**src/rtl/opcode_buffer_pkg.sv**
```systemverilog
// Shared definitions for the instruction-fetch opcode buffer: FSM encoding,
// default geometry and the byte-count derivation.
package opcode_buffer_pkg;

    localparam int DEFAULT_ADDRESS_WIDTH = 32;
    localparam int DEFAULT_WORD_WIDTH    = 32;

    typedef enum logic [1:0] {
        ST_IDLE  = 2'd0,
        ST_ISSUE = 2'd1,
        ST_WAIT  = 2'd2,
        ST_DONE  = 2'd3
    } fetchState_t;

    function automatic int bytesOf(input int wordWidth);
        return wordWidth / 8;
    endfunction

    // Counter width that can index every byte lane, never narrower than one bit.
    function automatic int laneIndexWidth(input int wordWidth);
        return (bytesOf(wordWidth) > 1) ? $clog2(bytesOf(wordWidth)) : 1;
    endfunction

endpackage

```
**src/rtl/opcode_buffer.sv**
```systemverilog
// Instruction-fetch front end: walks the bytes of one opcode through the MMU's
// byte-wide read port and assembles them little-endian for the decoder.
module opcode_buffer
    import opcode_buffer_pkg::*;
#(
    parameter int ADDRESS_WIDTH = DEFAULT_ADDRESS_WIDTH,
    parameter int WORD_WIDTH    = DEFAULT_WORD_WIDTH
) (
    input  logic                     clk,
    input  logic                     reset,
    input  logic [ADDRESS_WIDTH-1:0] ip,
    input  logic                     startLoading,
    input  logic [7:0]               ramData,
    input  logic                     ramBusy,
    output logic                     busy,
    output logic [WORD_WIDTH-1:0]    opcode,
    output logic [ADDRESS_WIDTH-1:0] address
);

    localparam int BYTES = bytesOf(WORD_WIDTH);
    localparam int IDX_W = laneIndexWidth(WORD_WIDTH);
    localparam logic [IDX_W-1:0] LAST_IDX = IDX_W'(BYTES - 1);

    fetchState_t              state;
    logic [ADDRESS_WIDTH-1:0] base;
    logic [IDX_W-1:0]         byteIdx;

    always_ff @(posedge clk or posedge reset) begin
        if (reset) begin
            state   <= ST_IDLE;
            busy    <= 1'b0;
            opcode  <= '0;
            address <= '0;
            base    <= '0;
            byteIdx <= '0;
        end else begin
            case (state)
                ST_IDLE: begin
                    if (startLoading) begin
                        base    <= ip;
                        byteIdx <= '0;
                        busy    <= 1'b1;
                        state   <= ST_ISSUE;
                    end
                end
                ST_ISSUE: begin
                    // Address wraps naturally at the top of the address space.
                    address <= base + ADDRESS_WIDTH'(byteIdx);
                    state   <= ST_WAIT;
                end
                ST_WAIT: begin
                    if (!ramBusy) begin
                        opcode[8*byteIdx +: 8] <= ramData;
                        if (byteIdx == LAST_IDX) begin
                            state <= ST_DONE;
                        end else begin
                            byteIdx <= byteIdx + 1'b1;
                            state   <= ST_ISSUE;
                        end
                    end
                end
                ST_DONE: begin
                    // Returning through IDLE guarantees one low busy cycle per fetch.
                    busy  <= 1'b0;
                    state <= ST_IDLE;
                end
                default: begin
                    busy  <= 1'b0;
                    state <= ST_IDLE;
                end
            endcase
        end
    end

endmodule

```
**config.mk**
```make
export PLATFORM = sky130hd
export DESIGN_NAME = opcode_buffer
export DESIGN_NICKNAME = d
export VERILOG_FILES = /design/src/rtl/opcode_buffer_pkg.sv /design/src/rtl/opcode_buffer.sv
export SDC_FILE = /design/constraint.sdc
export NUM_CORES = 1
export LEC_CHECK = 0
export CAP_MARGIN = 10
export CORE_MARGIN = 4
export CORE_UTILIZATION = 35
export DETAILED_ROUTE_END_ITERATION = 8
export DONT_BUFFER_PORTS = 1
export GPL_TIMING_DRIVEN = 0
export MAX_ROUTING_LAYER = met4
export PLACE_DENSITY = 0.6
export SYNTH_ARGS = -nofsm -noshare
export SYNTH_HDL_FRONTEND = slang
export SYNTH_SLANG_ARGS = --single-unit
```
**constraint.sdc**
```tcl
create_clock -name clk -period 3.5 [get_ports clk]
set_input_delay 0.7 -clock clk [delete_from_list [all_inputs] [get_ports clk]]
set_output_delay 0.7 -clock clk [all_outputs]
set_load 0.1 [all_outputs]
```
# After elaboration in Yosys (flattened, before gate mapping)

Index checks and enable logic that the tools add are counted.
W data, S select, Z words.

Flip-flop bits (word level): 101
Word-level logic and storage cells: 38
Output and inout port bits: 65

$add $sub $neg: 3
Equality and inequality tests: 7
Bitwise gates (word level): 1
Shift operators: 2
Reductions and logical operators: 8
Multiplexer cells: 11

Operator list:

| operator                  | number |
|---|---|
| $neg A5 Y34               | 1 |
| $shift A8 B34 Y32 const A | 1 |
| $shiftx A8 B34 Y32        | 1 |
| $add A32 B2 Y32           | 1 |
| $bwmux W32                | 1 |
| $mux W2                   | 6 |
| $pmux W2 S4               | 1 |
| $reduce_and A2 Y1         | 4 |
| $eq A2 B2 Y1 const B      | 3 |
| $ne A2 B2 Y1 const B      | 3 |
| $pmux W2 S2               | 1 |
| $reduce_and A4 Y1         | 1 |
| $reduce_bool A2 Y1        | 2 |
| $add A2 B1 Y2 const B     | 1 |
| $eq A2 B1 Y1 const B      | 1 |
| $logic_not A2 Y1          | 1 |
| $pmux W1 S2               | 1 |
| $mux W1                   | 1 |
| $not A1 Y1                | 1 |

# Longest topological paths before layout

Gate-level depths: netlist of run 1.

Depth after elaboration: 4
Mapped depth: 8
Gate-level depth less buffers: 7

# Least setup slack after synthesis of run 1

Ideal clock, no wire load.

Kind: flip-flop to flip-flop
From: reg byteIdx[0]
To: reg address[20]
Setup slack: 879 ps
Cell stages (with the launch flop): 9
Data arrival time: 2,539 ps
Cell sequence: dfrtp_1 -> ha_1 -> inv_1 -> fa_1 -> nand3b_1 -> or3_1 -> clkbuf_1 -> or4_1 -> a31oi_1

Word-level cells in the longest chain between the ends: 1

RTL lines:

| item                     | line                | source |
|---|---|---|
| start: declaration       | opcode_buffer.sv:26 | `logic [IDX_W-1:0] byteIdx;` |
| start signal: assignment | opcode_buffer.sv:57 | `byteIdx <= byteIdx + 1'b1;` |
| $add A32 B2 Y32          | opcode_buffer.sv:48 | `address <= base + ADDRESS_WIDTH'(byteIdx);` |
| end signal: assignment   | opcode_buffer.sv:48 |  |
| end: declaration         | opcode_buffer.sv:17 | `output logic [ADDRESS_WIDTH-1:0] address` |

Every way passes these cells.
A chain may end at the register's enable or synchronous reset.

# Worst setup path in the final report of run 1

From: reg byteIdx[0]
To: reg address[26]

Same word-level chain as after synthesis.

==> results of run 1 <==
[worst max path at each step]
stage	from	endpoint	depth (start not counted)
2_1_floorplan	reset	address[0]	1
3_3_place_gp	reset	base[9]	1
3_5_place_dp	byteIdx[0]	address[20]	8
4_1_cts	byteIdx[0]	address[20]	8
5_1_grt	byteIdx[0]	address[20]	8
6_report	byteIdx[0]	address[26]	8
[logic make-up after synthesis]
| group | after synthesis | share of synthesized area [%] |
|---|---|---|
| multiplexers | 27 | 6.58 |
| flip-flops | 101 | 54.7 |
| buffers and inverters | 37 | 3.11 |
| AO/OA/AOI/OAI | 88 | 10.9 |
| XOR/XNOR | 13 | 2.46 |
| AND/OR/NAND/NOR | 191 | 19.7 |
| adder cells (fa/ha/maj) | 9 | 2.60 |
[stage by stage]
step,hold slack (ns),TNS (ns),instances
2_1_floorplan,0.487,0,466
3_3_place_gp,0.503,-92.05,638
3_5_place_dp,0.507,0,639
4_1_cts,0.297,0,654
5_1_grt,0.327,0,654
6_report,0.283,0,654
[per-layer routing]
layer | vias up | routed length (um)
met3 | 16 | 899
met4 | 0 | 201
li1 | 1669 | -
met2 | 105 | 5400
met5 | - | 0
met1 | 1659 | 4730
[cell usage after synthesis, drive strengths merged, types with 4 or more instances]
library cell,count,area share (%)
nand4,6,0.95
mux2,27,6.6
buf,5,0.51
xor2,4,0.76
dfrtp,101,55
inv,12,0.97
or4,17,2.8
o31ai,10,1.6
nor2,17,1.4
nand2,108,8.8
or2,4,0.54
ha,8,2.2
clkbuf,20,1.6
a31oi,12,1.6
nand3,14,1.5
or3,5,0.68
nor3,4,0.43
xnor2,9,1.7
o21ai,56,6.1
[area by class of cell]
type                            instances  area share, %
Inverter                               12          0.924
Tap cell                              172           4.18
Sequential cell                       101           49.1
Clock buffer                           14           5.33
Clock inverter                          1         0.0973
Timing Repair Buffer                    1          0.535
Buffer                                 25           1.92
Multi-Input combinational cell        328           37.9
[sequential cells by signal (all words and copies together), names as in the netlist]
register,cells
busy,1
address,32
state,2
base,32
opcode,32
byteIdx,2
==> flow_metrics.tcl, run 1 <==
set metrics [dict create \
    grt_pass1_wl_um 18200 \
    grt_max_degree 60 \
    firstDrtPassIters 4 \
    finalMaxSlewViolations 0 \
    cts_tree "built" \
    synth_cells 466 \
    met2_usage_pct 25.8 \
    design.core.area_um2 12800 \
    syn_area_um2 4620 \
    endpoint_kind "flip-flop" \
    design_area_um2 5140 \
    slowest_stage "or4_1" \
    yosysUniqueCellTypes 37 \
    rr_worst_depth 8 \
    cp_data_arrival_time_ns 3.33 \
    postCtsResizedCells 0 \
    worstPathCellList "ha_1 -> inv_1 -> fa_1 -> nand3b_1 -> or3_1 -> clkbuf_1 -> or4_1 -> a31oi_1" \
    crit_type "reg2reg" \
    synth.yosys.warnings 0 \
    die_area_um2 15100 \
    ys_seq_area_share_pct 54.7 \
    antenna_found_initial 0 \
    clock_latency_ns 0.34 \
    boundaryPins 109 \
    finClkSkew_ns 0.00488 \
    cts.reportedPaths.clkPinSlew_ns 0.07 \
    fillers 1244 \
    grt_pass1_vias 3559 \
    rr_endpoint "address[26]" \
    ctsHtreeMaxLevel 3 \
    drt_iter0_markers 152 \
    worstPathRequired_ns 3.77 \
    period_needed_ns 3.06 \
    setup_viol 0 \
    regArea_um2 2530 \
    final.setup.worst_slack_ns 0.441 \
    min_path_type "in2async" \
    rsz0062_at_grt "no" \
    nets 531 \
    layout-drive-gt1-share_pct 10.6 \
    clock-sinks 101 \
    synth.avg_cell_area_um2 9.92 \
    use_met3_pct 4.80 \
    cap_violations 0 \
    synth_ff_type "dfrtp_1" \
    max_slew_margin_pct 36.4 \
    antenna_cells 0 \
    port_buffers 0 \
    dp_slack_ns 0.446 \
    dp_hpwl_um 8570 \
    clock.fmax_mhz 327 \
    grt.met1_usage_pct 18.5 \
    ys_ff_latch 101 \
    grt_use_total_pct 15.8 \
    synth_edf_count 0 \
    cts_hold_buffers 0 \
    grt_busiest_layer "met2" \
    cp_top_family "simple AND/OR/NAND/NOR gates" \
    layout_commonest_cell "nand2_1" \
    die_h_um 123 \
    dr_total_vias 3449 \
    r2r-start "byteIdx[0]" \
    die_w_um 123 \
    wl_um 11200 \
    post_cts_buffers 0 \
    async_flop_share_pct 100 \
    syn_to_final_growth_pct 11.3 \
    synth_fp_nets 519 \
    start_util_pct 36.2 \
    r2r_setup_slack_ns 0.44 \
    avgViaCountPerCell 5.27 \
    place_area_um2 4870 \
    fp-row-count 41 \
    cp-start-kind "flip-flop" \
    overflow 0 \
    drc 0 \
    multi_input_area_um2 1950 \
    layout_common_cells "nand2_1, dfrtp_1, o21ai_0, mux2_2, clkbuf_1" \
    place_congestion 0.792 \
    worst_pin_slew_ns 0.953 \
    max_stage_delay_ns 0.51 \
    fin_crit_sh_pct 87.4 \
    final_core_util_pct 40.3 \
    hold_viol 0 \
    crit_fanout 8 \
    path_buf_inv 2 \
    status "complete, no violations" \
    numCtsBuffers 9 \
    clockRootBuffer "clkbuf_16" \
    clockBufferDepth 2 \
    post_drt_wl_per_cell_um 17.2 \
    detail-route-antenna-nets 0 \
]
Power of run 1 is not shown: default switching activity piles up to over one toggle a cycle in this logic, so the estimate is an artifact.
==> run 2: changes to the inputs <==
--- a/config.mk
+++ b/config.mk
@@ -6,13 +6,15 @@
 export NUM_CORES = 1
 export LEC_CHECK = 0
 export CAP_MARGIN = 10
+export CELL_PAD_IN_SITES_DETAIL_PLACEMENT = 1
+export CELL_PAD_IN_SITES_GLOBAL_PLACEMENT = 1
 export CORE_MARGIN = 4
 export CORE_UTILIZATION = 35
 export DETAILED_ROUTE_END_ITERATION = 8
 export DONT_BUFFER_PORTS = 1
 export GPL_TIMING_DRIVEN = 0
 export MAX_ROUTING_LAYER = met4
-export PLACE_DENSITY = 0.6
+export PLACE_DENSITY = 0.72
 export SYNTH_ARGS = -nofsm -noshare
 export SYNTH_HDL_FRONTEND = slang
 export SYNTH_SLANG_ARGS = --single-unit
==> flow_metrics.tcl, run 2 (synthesis results as in run 1) <==
set metrics [dict create \
    wl_um 12400 \
    grt_pass1_vias 3691 \
    layout_top_registers "address: 32 flops, base: 32 flops, opcode: 32 flops" \
    cts_tree "built" \
    layout-drive-gt1-share_pct 10.2 \
    numCtsBuffers 9 \
    r2r-start "byteIdx[0]" \
    layout_commonest_cell "nand2_1" \
    r2r_setup_slack_ns 0.47 \
    hold_viol 0 \
    layout_common_cells "nand2_1, dfrtp_1, o21ai_0, mux2_2, clkbuf_1" \
    dp_hpwl_um 9220 \
    drt_iter0_markers 181 \
    cp-start-kind "flip-flop" \
    grt_pass1_wl_um 19700 \
    die_area_um2 15100 \
    max_stage_delay_ns 0.50 \
    period_needed_ns 3.03 \
    fin_cells 655 \
    boundaryPins 109 \
    clock-sinks 101 \
    crit_type "reg2reg" \
    critPathLaunch "byteIdx[0]" \
    clock.fmax_mhz 330 \
    dr_total_vias 3465 \
    slowest_stage "or4_1" \
    port_buffers 0 \
    finClkSkew_ns 0.00601 \
    min_path_type "in2async" \
    placedCellCount 639 \
    clockRootBuffer "clkbuf_16" \
    detail-route-antenna-nets 0 \
    whs_ns 0.271 \
    syn_to_final_growth_pct 11.0 \
    grt_max_degree 63 \
    endpoint_kind "flip-flop" \
    cts_hold_buffers 0 \
    max_slew_margin_pct 36.1 \
    place_congestion 0.837 \
    finalMaxSlewViolations 0 \
    grt_use_total_pct 17.5 \
    cp_top_family "simple AND/OR/NAND/NOR gates" \
    status "complete, no violations" \
    antenna_found_initial 0 \
    rr_worst_depth 8 \
    postCtsResizedCells 0 \
    post_cts_buffers 0 \
    final.setup.tns_ns 0 \
    path_buf_inv 2 \
    rsz0062_at_grt "no" \
    post_drt_wl_per_cell_um 18.9 \
    setup_viol 0 \
    clock_latency_ns 0.35 \
    fp-row-count 41 \
    ctsHtreeMaxLevel 3 \
    crit_end "address[26]" \
    design_area_um2 5130 \
    cts.reportedPaths.clkPinSlew_ns 0.07 \
    avgViaCountPerCell 5.29 \
    firstDrtPassIters 4 \
    cp_data_arrival_time_ns 3.30 \
    die_w_um 123 \
    cp.depth 8 \
    overflow 0 \
    clockBufferDepth 2 \
    die_h_um 123 \
    crit_fanout 8 \
    worstPathRequired_ns 3.77 \
    worst_pin_slew_ns 0.959 \
    cap_violations 0 \
    design.core.area_um2 12800 \
    place_area_um2 4870 \
    nets 531 \
    worstPathCellList "ha_1 -> inv_1 -> fa_1 -> nand3b_1 -> or3_1 -> clkbuf_1 -> or4_1 -> a31oi_1" \
    fin_crit_sh_pct 86.6 \
    drc 0 \
    start_util_pct 36.2 \
    rr_endpoint "address[26]" \
]
-- run 2: final cells by class --
type	count	area (um^2)
clock inverter	1	7.51
multi-input combinational	328	1950
timing repair buffer	1	27.5
tap	172	215
sequential	101	2530
inverter	12	47.5
antenna	1	2.50
buffer	25	98.8
clock buffer	14	254
fill	1463	7640
-- run 2: stage by stage --
| stage | utilization (%) | setup slack, ns |
|---|---|---|
| 2_1_floorplan | - | 0.153 |
| 3_3_place_gp | 37.9 | -0.920 |
| 3_5_place_dp | 38.1 | 0.452 |
| 4_1_cts | 40.1 | 0.429 |
| 5_1_grt | 40.1 | 0.229 |
| 6_report | 40.2 | 0.468 |
-- run 2: worst reg2reg max path: cells and delay by family (launching register included) --
| kind | cells | cell delay, ns |
|---|---|---|
| flip-flops | 1 | 0.49 |
| AO/OA/AOI/OAI | 1 | 0.18 |
| buffers and inverters | 2 | 0.26 |
| AND/OR/NAND/NOR | 3 | 1.37 |
| adder cells (fa/ha/maj) | 2 | 0.65 |
-- run 2: routing by layer --
metal	GRT usage, %	routed length (um)	share of wire [%]
met5	-	0	0
met4	6.37	263	2.1
met3	5.26	875	7.1
met2	28.7	6140	50
met1	20.4	5110	41
-- run 2: worst min path at each step --
stage	from	endpoint	slack [ns]	cells after the start
2_1_floorplan	base[0]	base[0]	0.49	1
3_3_place_gp	base[0]	base[0]	0.50	1
3_5_place_dp	base[0]	base[0]	0.51	1
4_1_cts	reset	address[20]	0.28	1
5_1_grt	reset	address[20]	0.30	1
6_report	reset	address[20]	0.27	1
Power of run 2 is left out for the same reason.
==> run 3: changes to the inputs <==
--- a/config.mk
+++ b/config.mk
@@ -8,6 +8,7 @@
 export CAP_MARGIN = 10
 export CELL_PAD_IN_SITES_DETAIL_PLACEMENT = 1
 export CELL_PAD_IN_SITES_GLOBAL_PLACEMENT = 1
+export CORE_ASPECT_RATIO = 0.5
 export CORE_MARGIN = 4
 export CORE_UTILIZATION = 35
 export DETAILED_ROUTE_END_ITERATION = 8
==> constraint.sdc (replaced) <==
create_clock -name clk -period 3.5 [get_ports clk]
set_input_delay 0.35 -clock clk [delete_from_list [all_inputs] [get_ports clk]]
set_output_delay 0.35 -clock clk [all_outputs]
set_load 0.1 [all_outputs]
==> flow_metrics.tcl, run 3 (synthesis results as in run 1) <==
set metrics [dict create \
    post_drt_wl_per_cell_um 19.1 \
    cp-start-kind "flip-flop" \
    syn_to_final_growth_pct 12.3 \
    cp_top_family "simple AND/OR/NAND/NOR gates" \
    die_h_um 89.2 \
    drt-met1-wl_um 5860 \
    design.core.area_um2 12800 \
    route.met3.wl_um 852 \
    firstDrtPassIters 4 \
    clock.fmax_mhz 326 \
    place_congestion 0.777 \
    boundaryPins 109 \
    max_stage_delay_ns 0.54 \
    finClkSkew_ns 0.00796 \
    fp-row-count 29 \
    clock-sinks 101 \
    layout_commonest_cell "nand2_1" \
    clockRootBuffer "clkbuf_16" \
    fillers 1456 \
    grt_use_total_pct 17.4 \
    dp_slack_ns 0.471 \
    wl_met2_um 5660 \
    clock_latency_ns 0.34 \
    critPathLaunch "byteIdx[0]" \
    dr_total_vias 3450 \
    post_cts_buffers 0 \
    status "complete, no violations" \
    r2r-start "byteIdx[0]" \
    avgViaCountPerCell 5.28 \
    fin_crit_sh_pct 87.5 \
    antenna_cells 0 \
    holdPathStages 2 \
    grt_pass1_vias 3592 \
    endpoint_kind "flip-flop" \
    numCtsBuffers 9 \
    crit_type "reg2reg" \
    layout-drive-gt1-share_pct 10.7 \
    die_area_um2 15200 \
    ctsHtreeMaxLevel 3 \
    overflow 0 \
    worstPathRequired_ns 3.76 \
    hold_viol 0 \
    cp_data_arrival_time_ns 3.33 \
    final_core_util_pct 40.6 \
    grt_max_degree 70 \
    detail-route-antenna-nets 0 \
    port_buffers 0 \
    clockBufferDepth 2 \
    path_buf_inv 2 \
    top_layer_used "met4" \
    wl_um 12500 \
    rsz0062_at_grt "no" \
    min_path_type "in2reg" \
    dp_hpwl_um 9240 \
    period_needed_ns 3.06 \
    setup_viol 0 \
    worstPathCellList "ha_1 -> inv_1 -> fa_1 -> nand3b_1 -> or3_1 -> clkbuf_1 -> or4_1 -> a31oi_1" \
    design_area_um2 5190 \
    hold_path_end "base[23]" \
    slowest_stage "or4_1" \
    cap_violations 0 \
    place_area_um2 4860 \
    cts_tree "built" \
    hold_start "ip[23]" \
    layout_top_registers "address: 32 flops, base: 32 flops, opcode: 32 flops" \
    r2r_setup_slack_ns 0.44 \
    drt_iter0_markers 137 \
    rr_endpoint "address[20]" \
    cts.reportedPaths.clkPinSlew_ns 0.07 \
    finalMaxSlewViolations 0 \
    antenna_found_initial 0 \
    die_w_um 170 \
    nets 532 \
    crit_fanout 8 \
    drc 0 \
    rr_worst_depth 8 \
    worst_pin_slew_ns 0.973 \
    max_slew_margin_pct 35.1 \
    grt_pass1_wl_um 19900 \
    start_util_pct 36.2 \
    final.setup.worst_slack_ns 0.437 \
    layout_common_cells "nand2_1, dfrtp_1, o21ai_0, mux2_2, clkbuf_1" \
]
-- run 3: cell types whose count changed in the layout (fill, tap and decap cells not counted) --
cell and delta:
diode_2 -1, clkbuf_8 -1, bufinv_16 +2, clkbuf_1 -2, clkinv_4 +2, dlygate4sd3_1 +1
-- run 3: final cells by class --
| class | instances | area [um^2] | share of cell area, % |
|---|---|---|---|
| clock buffers | 11 | 233 | 4.48 |
| repair buffers | 2 | 37.5 | 0.723 |
| clock inverters | 5 | 85.1 | 1.64 |
| inverters | 12 | 47.5 | 0.916 |
| plain buffers | 25 | 98.8 | 1.90 |
| well taps | 170 | 213 | 4.10 |
| flip-flops and latches | 101 | 2530 | 48.7 |
| multi-input cells | 328 | 1950 | 37.6 |
-- run 3: how the worst max path moves through the flow --
stage	cells past startpoint	to
after global routing	8	address[20]
after detailed placement	8	address[20]
final	8	address[20]
after CTS	8	address[20]
after global placement	1	address[18]
after floorplan	1	address[0]
-- run 3: what timing repair did --
action | CTS | global route
resized for setup | 0 | 0
hold endpoints to repair | 32 | 0
hold buffers | 1 | 0
-- run 3: layer usage --
layer | vias up | global-route usage (%)
met5 | - | -
met1 | 1705 | 22.5
li1 | 1659 | -
met2 | 76 | 27.0
met4 | 0 | 4.06
met3 | 10 | 5.30
-- run 3: through the flow --
stage	hold slack, ns	cells	TNS (ns)
after CTS	0.120	654	0
final	0.132	654	0
after global placement	0.470	636	-74.44
after floorplan	0.467	466	0
after global routing	0.121	654	0
after detailed placement	0.262	637	0
Power of run 3 is left out for the same reason.
